--- config.mk ---
export PLATFORM = sky130hd
export DESIGN_NAME = music_sequencer
export DESIGN_NICKNAME = d
export VERILOG_FILES = /design/src/rtl/music_sequencer_pkg.sv /design/src/rtl/music_sequencer.sv
export SDC_FILE = /design/constraint.sdc
export NUM_CORES = 1
export LEC_CHECK = 0
export ABC_AREA = 1
export CAP_MARGIN = 20
export CORE_UTILIZATION = 35
export CTS_CLUSTER_DIAMETER = 30
export DETAILED_ROUTE_END_ITERATION = 12
export GPL_TIMING_DRIVEN = 0
export SYNTH_ARGS = -nofsm -noshare
export SYNTH_HDL_FRONTEND = slang
export SYNTH_SLANG_ARGS = --single-unit
--- constraint.sdc ---
create_clock -name clk -period 4.5 [get_ports clk]
set_input_delay 1.35 -clock clk [delete_from_list [all_inputs] [get_ports clk]]
set_output_delay 1.35 -clock clk [all_outputs]
set_load 0.02 [all_outputs]
--- src/rtl/music_sequencer_pkg.sv ---
// Shared types and constants for the music sequencer: FSM states, ROM word
// field widths, end-of-song code and song slot geometry.
package music_sequencer_pkg;

  localparam int NOTE_W = 5;
  localparam int DUR_W  = 3;
  localparam int SLOT_W = 16;
  localparam int CNT_W  = 8;
  localparam logic [NOTE_W-1:0] END_CODE = 5'd31;

  typedef enum logic [1:0] {
    ST_IDLE   = 2'd0,
    ST_FETCH  = 2'd1,
    ST_PLAY   = 2'd2,
    ST_PAUSED = 2'd3
  } state_t;

  // A duration code d means the note lasts 2^d beat ticks.
  function automatic logic [CNT_W-1:0] dur_ticks(input logic [DUR_W-1:0] d);
    return {{(CNT_W-1){1'b0}}, 1'b1} << d;
  endfunction

endpackage

--- src/rtl/music_sequencer.sv ---
// Music sequencer: walks a song slot of an external combinational ROM, one
// {note, duration} word at a time, timing each note in beat ticks.
module music_sequencer
  import music_sequencer_pkg::*;
#(
  parameter int ADDR_W = 24,
  parameter int DATA_W = 8,
  parameter logic [NOTE_W-1:0] END_CODE = music_sequencer_pkg::END_CODE
) (
  input  logic              clk,
  input  logic              reset,
  input  logic              play,
  input  logic              pause,
  input  logic              stop,
  input  logic [7:0]        music_sel,
  input  logic              beat_tick,
  output logic [ADDR_W-1:0] rom_addr,
  input  logic [DATA_W-1:0] rom_data,
  output logic [NOTE_W-1:0] note,
  output logic              note_valid,
  output logic              playing,
  output logic              song_end
);

  state_t              r_state;
  logic [ADDR_W-1:0]   r_addr;
  logic [NOTE_W-1:0]   r_note;
  logic [CNT_W-1:0]    r_dur;
  logic                r_note_valid;
  logic                r_playing;
  logic                r_song_end;

  state_t              w_state_nxt;
  logic [ADDR_W-1:0]   w_addr_nxt;
  logic [NOTE_W-1:0]   w_note_nxt;
  logic [CNT_W-1:0]    w_dur_nxt;
  logic                w_song_end_nxt;
  logic                w_note_valid_nxt;
  logic                w_playing_nxt;

  logic [ADDR_W-1:0]   w_base;
  logic [NOTE_W-1:0]   w_rom_note;
  logic [DUR_W-1:0]    w_rom_dur;
  logic                w_slot_last;

  assign w_base      = ADDR_W'({music_sel, {SLOT_W{1'b0}}});
  assign w_rom_note  = rom_data[NOTE_W+DUR_W-1:DUR_W];
  assign w_rom_dur   = rom_data[DUR_W-1:0];
  // The last word of a slot has no successor; advancing past it ends the song.
  assign w_slot_last = &r_addr[SLOT_W-1:0];

  // State register and datapath registers, all outputs registered.
  always_ff @(posedge clk) begin
    if (reset) begin
      r_state      <= ST_IDLE;
      r_addr       <= '0;
      r_note       <= '0;
      r_dur        <= '0;
      r_note_valid <= 1'b0;
      r_playing    <= 1'b0;
      r_song_end   <= 1'b0;
    end else begin
      r_state      <= w_state_nxt;
      r_addr       <= w_addr_nxt;
      r_note       <= w_note_nxt;
      r_dur        <= w_dur_nxt;
      r_note_valid <= w_note_valid_nxt;
      r_playing    <= w_playing_nxt;
      r_song_end   <= w_song_end_nxt;
    end
  end

  // Next-state and datapath update; stop beats pause beats play, and a
  // winning stop/pause swallows any coincident beat tick.
  always_comb begin
    w_state_nxt    = r_state;
    w_addr_nxt     = r_addr;
    w_note_nxt     = r_note;
    w_dur_nxt      = r_dur;
    w_song_end_nxt = 1'b0;
    case (r_state)
      ST_IDLE: begin
        if (stop || pause) begin
          w_state_nxt = ST_IDLE;
        end else if (play) begin
          w_addr_nxt  = w_base;
          w_state_nxt = ST_FETCH;
        end else begin
          w_state_nxt = ST_IDLE;
        end
      end
      ST_FETCH: begin
        if (stop) begin
          w_state_nxt = ST_IDLE;
        end else if (w_rom_note == END_CODE) begin
          w_state_nxt    = ST_IDLE;
          w_song_end_nxt = 1'b1;
        end else begin
          w_note_nxt  = w_rom_note;
          w_dur_nxt   = dur_ticks(w_rom_dur);
          w_state_nxt = ST_PLAY;
        end
      end
      ST_PLAY: begin
        if (stop) begin
          w_state_nxt = ST_IDLE;
        end else if (pause) begin
          w_state_nxt = ST_PAUSED;
        end else if (beat_tick) begin
          w_dur_nxt = r_dur - 8'd1;
          if (r_dur == 8'd1) begin
            if (w_slot_last) begin
              w_state_nxt    = ST_IDLE;
              w_song_end_nxt = 1'b1;
            end else begin
              w_addr_nxt  = r_addr + ADDR_W'(1);
              w_state_nxt = ST_FETCH;
            end
          end else begin
            w_state_nxt = ST_PLAY;
          end
        end else begin
          w_state_nxt = ST_PLAY;
        end
      end
      ST_PAUSED: begin
        if (stop) begin
          w_state_nxt = ST_IDLE;
        end else if (pause) begin
          w_state_nxt = ST_PAUSED;
        end else if (play) begin
          w_state_nxt = ST_PLAY;
        end else begin
          w_state_nxt = ST_PAUSED;
        end
      end
      default: begin
        w_state_nxt = ST_IDLE;
      end
    endcase
  end

  // Status flags follow the state being entered so they register in step with it.
  always_comb begin
    w_note_valid_nxt = 1'b0;
    w_playing_nxt    = 1'b0;
    case (w_state_nxt)
      ST_FETCH: w_playing_nxt = 1'b1;
      ST_PLAY: begin
        w_note_valid_nxt = 1'b1;
        w_playing_nxt    = 1'b1;
      end
      default: begin
        w_note_valid_nxt = 1'b0;
        w_playing_nxt    = 1'b0;
      end
    endcase
  end

  assign rom_addr   = r_addr;
  assign note       = r_note;
  assign note_valid = r_note_valid;
  assign playing    = r_playing;
  assign song_end   = r_song_end;

endmodule

; ---- Yosys cells after proc, flatten, opt, wreduce, memory -nomap -nowiden
; Cells that the tools add are included.
[totals]
wordCells = 74
output_inout_bits = 32
reg_bits = 42
inputBits = 22
[op_classes]
shifts = 1
bitwise_logic = 2
n_reduce_logical = 9
muxes = 37
n_eq_ne = 16
add_sub_neg = 2
[op_table]
columns = cell, count
row1 = 24-bit 2-to-1 mux, 7
row2 = 24-bit case mux with 2 select lines, 1
row3 = 8-bit 2-to-1 mux, 5
row4 = "24-bit by 1-bit adder with 24-bit output, second input constant", 1
row5 = "2-bit inequality test, second input constant", 9
row6 = 8-bit case mux with 2 select lines, 1
row7 = 16-bit AND reduction, 1
row8 = 1-bit 2-to-1 mux, 14
row9 = 2-bit 2-to-1 mux, 7
row10 = "8-bit by 1-bit equality test with 1-bit output, second input constant", 1
row11 = 2-bit case mux with 4 select lines, 1
row12 = 8-bit AND reduction, 1
row13 = "1-bit by 3-bit << shifter with 8-bit output, first input constant", 1
row14 = "8-bit by 1-bit subtractor with 8-bit output, second input constant", 1
row15 = "2-bit equality test, second input constant", 3
row16 = 6-bit AND reduction, 1
row17 = "5-bit equality test, second input constant", 1
row18 = "2-bit by 1-bit equality test with 1-bit output, second input constant", 2
row19 = 2-bit nonzero test, 2
row20 = 3-bit AND reduction, 1
row21 = 2-bit zero test, 1
row22 = 1-bit inverter, 2
row23 = 1-bit case mux with 2 select lines, 1
row24 = 2-bit OR reduction, 1
row25 = 1-bit logical OR, 1

; ---- Longest topological paths before layout
; Gate-level depths: netlist of run 1.
[logic_depth]
ltp_word = 10
ltp_mapped = 12
ltp_nobuf = 12

; ---- Least setup slack after synthesis of run 1
; No wires, ideal clock.
[synth_path]
path_kind = input-to-reg
start = in stop
end = reg r_addr[3] (netlist: rom_addr[3])
path_stages = 9
arrival_time_ns = 2.347
path_slack_ns = 2.086
required_time_ns = 4.433
setup_ns = 0.067
path_buffers = 2
path_cell_list = nor2_1 inv_1 nor2_1 nand2_1 nand2_2 buf_6 buf_12 nand2_1 a21oi_2
[synth_between]
elab_chain_cells = 3
word_cells_on_any_way = 4
cone_classes = eq/ne (2) / reduce/logical (2)
[synth_lines]
columns = element, line
row1 = "start, declared", music_sequencer.sv:14  ; input logic stop,
row2 = 1-bit logical OR, music_sequencer.sv:83  ; if (stop || pause) begin
row3 = 2-bit inequality test (no source line), --
row4 = 8-bit AND reduction (no source line) *, --
row5 = "end signal, assigned", music_sequencer.sv:64  ; r_addr <= w_addr_nxt;
row6 = "end, declared", music_sequencer.sv:26  ; logic [ADDR_W-1:0] r_addr;
; Every way passes the cells marked *; elsewhere a longest branch is shown, timed or not.
; A chain may end at the register's enable or synchronous reset.

; ---- Worst setup path in the final report of run 1
[layout_path]
start = in stop
end = reg r_dur[3]
[layout_between]
elab_chain_cells = 2
word_cells_on_any_way = 3
cone_classes = eq/ne (2) / reduce/logical (1)
[layout_lines]
columns = element, line
row1 = 2-bit inequality test (no source line), --
row2 = 6-bit AND reduction (no source line) *, --
row3 = "end signal, assigned", music_sequencer.sv:66  ; r_dur <= w_dur_nxt;
row4 = "end, declared", music_sequencer.sv:28  ; logic [CNT_W-1:0] r_dur;
; Marked as above.

==> impl_metrics.toml, run 1 <==
[run_status]
status = "finished, final reports clean"

[setup_path]
cp-end-kind = "flip-flop"
criticalPathCategory = "in2reg"
critPathLaunchType = "input port"
required_ns = 4.73
reg2reg_to = "r_dur[3]$_SDFFE_PP0P_"
r2r_cells = 9
crit_arrival_ns = 3.15
r2r_slack_ns = 2.44
crit_fanout = 10
r2r-start = "r_state[0]$_SDFF_PP0_"

[timing]
hold_violations = 0
setup_viol = 0
tightest_slew_ns = 0.700
final_max_slew_viol_count = 0
relSlewSlack_pct = 53.3
max_freq_mhz = 342
setup_tns_ns = 0
fin_worst_skew_ns = 0.0138
grt_setup_unrepaired = "no"
period_share_pct = 64.9
fin_crit_ns = 2.92

[synth]
synth_warnings = 0
syn_inst = 397
synthArstFlopShare_pct = 0
syn_area_mm2 = 0.00257
syn_nets = 427
synth_cell_types = 33
synthFlopType = "dfxtp_1"
ys_ff_latch = 42
yosysSeqAreaShare_pct = 32.7
synth_edf_count = 0
avgSynthCellArea_um2 = 6.47

[finish]
post-route-util_pct = 47.8
syn_to_final_growth_pct = 29.2
drive_gt1_share_pct = 7.66
nNetsFinal = 486
diodes = 0
multi_input_area_mm2 = 0.00152
fill_cells = 736
regArea_um2 = 841

[route]
detail-route-antenna-nets = 0
drt-pass1-iter-count = 5
wirelength_mm = 7.18
wl_per_cell_um = 13.0
drc_errors = 0
drt-initial-drc-count = 143
route.vias.total = 2664
viasPerCell = 4.82

[floorplanning]
start_util_pct = 37.0
rows = 30
fp.dieW_um = 87.7
dieArea_mm2 = 0.00769
die_y_um = 87.7
core_area_mm2 = 0.00694
io_pins = 54

[power]
power_frac_seq_pct = 49.4
switching_share_pct = 25.1
clkPwrFrac_pct = 39.5
combPwrFrac_pct = 11.1
p_leak_nw = 1.17
vdd_drop_max_v = 0.000152
powerDensity_mw_per_mm2 = 234
p_sw_w = 0.000195
totalPowerFinal_w = 0.000777
p_int_w = 0.000582

[global_routing]
grt_util_all_layers_pct = 19.5
grt_pass1_vias = 2369
grt-ovfl-total = 0
antenna_found_initial = 0
grt_max_degree = 14
grt_pass1_wl_mm = 11.6

[job]
drv_cap = 0

[min_path]
min_from = "note[1]$_SDFFE_PP0P_"
min_path_type = "reg2reg"
min_path_cells = 2
holdPathEnd = "note[1]$_SDFFE_PP0P_"

[place]
gp_congestion = 0.873
dp.final_hpwl_mm = 5.36
port_buffers = 52

[clock_network]
clk_pin_slew_ns = 0.09
cts_resized = 0
post_cts_buffers = 0
ctsHoldBuffers = 0
clockBufferDepth = 2
clock_latency_ns = 0.31
clock-sinks = 42
cts-htree-levels = 2
numCtsBuffers = 5
cts_tree = "yes"
cts_root_buffer = "clkbuf_8"
## final cells by class
class                   instances  share of cell area, %
plain buffers                  12                   2.37
clock inverters                 3                   1.21
clock buffers                   5                   2.07
flip-flops and latches         42                   25.3
inverters                      36                   4.07
multi-input cells             307                   45.6
repair buffers                 52                   15.7
well taps                      96                   3.62
## worst max-delay path by stage
stage	start	endpoint	slack [ns]	cells past startpoint
floorplan	stop	rom_addr[3]$_SDFFE_PP0P_	2.09	9
global placement	stop	r_dur[2]$_SDFFE_PP0P_	1.30	7
detailed placement	stop	r_dur[3]$_SDFFE_PP0P_	1.31	7
CTS	stop	r_dur[3]$_SDFFE_PP0P_	1.61	7
global route	rom_data[4]	r_dur[3]$_SDFFE_PP0P_	1.40	9
finish	stop	r_dur[3]$_SDFFE_PP0P_	1.58	7
## cells in the mapped netlist, types with 2 or more instances
library cell    n  share of area, %
a21oi_1        33               6.4
a21oi_2         5               1.7
a31oi_1         3              0.73
buf_4           2              0.58
clkbuf_1        5              0.73
dfxtp_1        42                33
ha_1            8               3.9
inv_1          35               5.1
nand2_1       100                15
nand3_1        30               5.8
nand3_2         3               1.2
nand3b_1        3              0.88
nor2_1         71                10
nor2_2          3              0.73
nor4_1          3              0.73
o21ai_0        21               4.1
or2_2           6               1.5
xnor2_1         3               1.0
xor2_1          7               2.4
## logic make-up (layout without fill, tap and decap cells)
group           count (synthesis)  after routing  synth area share [%]
compound gates                 66             66                  14.2
xor+xnor                       10             10                  3.41
fa+ha+maj                       8              8                  3.89
buf+inv                        48            108                  8.32
flops                          42             42                  32.7
simple gates                  223            223                  37.5
## stage by stage
step	instance area, µm²	std cells	setup WS [ns]	hold WS, ns
global placement	3210	545	1.30	0.465
CTS	3320	553	1.61	0.497
detailed placement	3210	545	1.31	0.478
global route	3320	553	1.40	0.518
finish	3320	553	1.58	0.494
floorplan	2570	397	2.09	0.504
## sequential cells by signal, summed over array words and instances (netlist names)
signal and count:
rom_addr 24, r_state 2, note_valid 1, r_dur 8, song_end 1, note 5
playing 1
## placed cells by master, fill, tap and decap left out, drive strengths merged
cell,count
nand2,101
nor2,75
clkdlybuf4s50,52
dfxtp,42
a21oi,38
inv,36
nand3,33
o21ai,21
clkbuf,11
ha,8
xor2,7
or2,6
buf,6
nand3b,3
nor4,3
xnor2,3
a31oi,3
clkinv,2
nand4,1
o41ai,1
a211oi,1
nor3,1
o31ai,1
a22oi,1
bufinv,1
## critical path: stages
cell and delay, ns:
clkdlybuf4s50_1 0.46, nor2_1 0.16, nand2_1 0.16, a21oi_1 0.48, buf_2 0.30, o21ai_0 0.11
a21oi_1 0.13
## routing by layer
layer	GRT usage (%)	vias up	routed length [µm]	share of wire (%)
li1	-	1399	-	-
met1	28.5	1201	3690	51
met2	29.3	55	3030	42
met3	3.02	9	364	5.1
met4	5.96	0	91	1.3
met5	0	-	0	0
## power groups by stage
stage	clock network (W)	logic (W)	registers [W]
after global routing	0.000323	0.0000954	0.000385
final	0.000307	0.0000866	0.000384
after global placement	0	0.0000854	0.000392
after detailed placement	0	0.0000859	0.000392
after CTS	0.000316	0.0000864	0.000384
after floorplan	0	0.0000425	0.000395
Power figures use the tool's default switching activity.
==> run 2, diff against run 1 <==
==> constraint.sdc (replaced) <==
create_clock -name clk -period 2.5 [get_ports clk]
set_input_delay 0.75 -clock clk [delete_from_list [all_inputs] [get_ports clk]]
set_output_delay 0.75 -clock clk [all_outputs]
set_load 0.02 [all_outputs]
==> impl_metrics.toml, run 2 (synthesis results as in run 1) <==
[finish]
post-route-util_pct = 47.9
drive_gt1_share_pct = 7.88
syn_to_final_growth_pct = 29.3
fill_cells = 734
regArea_um2 = 841
multi_input_area_mm2 = 0.00152
largest_reg_flops = 24
final_common_cell = "nand2_1"
diodes = 0
most-common-layout-cells = "nand2_1, nor2_1, clkdlybuf4s50_1, dfxtp_1, inv_1"
fin_area_mm2 = 0.00332
nNetsFinal = 486

[setup_path]
path_buf_inv = 4
required_ns = 2.73
reg2reg_to = "rom_addr[2]$_SDFFE_PP0P_"
criticalPathCategory = "in2reg"
r2r_slack_ns = 0.45
critPathTopFamily = "buffers and inverters"
cp-end-kind = "flip-flop"
crit_chain = "clkdlybuf4s50_1, nor2_1, inv_1, nor2_1, nand2_1, nand2_2, buf_6, buf_12, nand2_1, a21oi_1"
crit_arrival_ns = 2.47
cpPeakStageDelay_ns = 0.46
r2r-start = "rom_addr[0]$_SDFFE_PP0P_"
critPathLaunchType = "input port"
r2r_cells = 10
critical_path.slowest_cell = "clkdlybuf4s50_1"
crit_fanout = 10

[place]
pre_cts_ws_ns = -0.0917
port_buffers = 52
dp.final_hpwl_mm = 5.36
placed_area_mm2 = 0.00321
gp_congestion = 0.873

[global_routing]
antenna_found_initial = 0
grt_util_all_layers_pct = 19.5
grt-ovfl-total = 0
grt_pass1_vias = 2369
grt_pass1_wl_mm = 11.6
grt_max_degree = 14

[timing]
setup_viol = 0
max_freq_mhz = 448
worst_slack_ns = 0.267
final_max_slew_viol_count = 0
fin_worst_skew_ns = 0.0133
tightest_slew_ns = 0.692
fin_crit_ns = 2.23
setup_tns_ns = 0
period_share_pct = 89.3
grt_setup_unrepaired = "no"
hold_ws_ns = 0.494
hold_violations = 0
relSlewSlack_pct = 53.9

[route]
detail-route-antenna-nets = 0
wirelength_mm = 7.18
drt-pass1-iter-count = 4
drt-initial-drc-count = 144
route.vias.total = 2666
drc_errors = 0
wl_per_cell_um = 13.0
viasPerCell = 4.82

[clock_network]
ctsHoldBuffers = 0
numCtsBuffers = 5
cts-htree-levels = 2
cts_root_buffer = "clkbuf_8"
clock-sinks = 42
clockBufferDepth = 2
cts_tree = "yes"
clock_latency_ns = 0.31
clk_pin_slew_ns = 0.09

[min_path]
min_path_type = "reg2reg"
min_path_cells = 2
min_from = "note[1]$_SDFFE_PP0P_"
holdPathEnd = "note[1]$_SDFFE_PP0P_"

[power]
switching_share_pct = 25.2
p_leak_nw = 1.17
p_int_w = 0.00105
p_sw_w = 0.000352
power_frac_seq_pct = 49.4
powerDensity_mw_per_mm2 = 421
combPwrFrac_pct = 11.2
clkPwrFrac_pct = 39.5
vdd_drop_max_v = 0.000274

[floorplanning]
io_pins = 54
dieArea_mm2 = 0.00769
fp.dieW_um = 87.7
core_area_mm2 = 0.00694
rows = 30
start_util_pct = 37.0
die_y_um = 87.7

[job]
drv_cap = 0

[run_status]
status = "finished, final reports clean"
## run 2: worst max-delay path by stage
stage,start,to,slack [ns],depth (start not counted)
2_1_floorplan,rom_addr[0]$_SDFFE_PP0P_,playing$_SDFF_PP0_,0.65,11
3_3_place_gp,stop,r_dur[2]$_SDFFE_PP0P_,-0.1,7
3_5_place_dp,stop,r_dur[3]$_SDFFE_PP0P_,-0.09,7
4_1_cts,stop,r_dur[3]$_SDFFE_PP0P_,0.21,7
5_1_grt,stop,rom_addr[15]$_SDFFE_PP0P_,0.09,10
6_report,stop,rom_addr[8]$_SDFFE_PP0P_,0.27,10
## run 2: per-layer routing
layer / global-route usage [%] / vias up / share of wire (%)
li1: - / 1399 / -
met1: 28.5 / 1201 / 52
met2: 29.3 / 57 / 42
met3: 3.02 / 9 / 5.0
met4: 5.96 / 0 / 1.3
met5: 0 / - / 0
## run 2: final cells by class
class                   count  share of cell area (%)
multi-input cells         307                    45.7
flip-flops and latches     42                    25.3
repair buffers             52                    15.7
inverters                  36                    4.07
well taps                  96                    3.61
plain buffers              12                    2.37
clock buffers               5                    2.07
clock inverters             3                    1.20
## run 2: power groups by stage
stage                     Sequential [W]  Clock (W)  Combinational (W)
after detailed placement        0.000706          0           0.000155
after global placement          0.000706          0           0.000154
after global routing            0.000692   0.000582           0.000172
final                           0.000691   0.000552           0.000156
after floorplan                 0.000712          0          0.0000765
after CTS                       0.000690   0.000569           0.000156
## run 2: timing repair
item / in CTS / in global routing
buffers inserted: 0 / 0
gates resized for setup: 0 / 1
endpoints found under the setup margin: 0 / 1
## run 2: worst register-to-register path: cells and delay by family, from the launching register on
| family | cells | cell delay (ns) |
|---|---|---|
| compound gates | 1 | 0.12 |
| fa+ha+maj | 1 | 0.22 |
| buf+inv | 2 | 0.30 |
| flops | 1 | 0.49 |
| simple gates | 6 | 0.83 |
## run 2: metrics by stage
stage / power (W) / instances
after floorplan: 0.000788 / 397
after global placement: 0.000860 / 545
after detailed placement: 0.000861 / 545
after CTS: 0.00142 / 553
after global routing: 0.00145 / 553
final: 0.00140 / 553
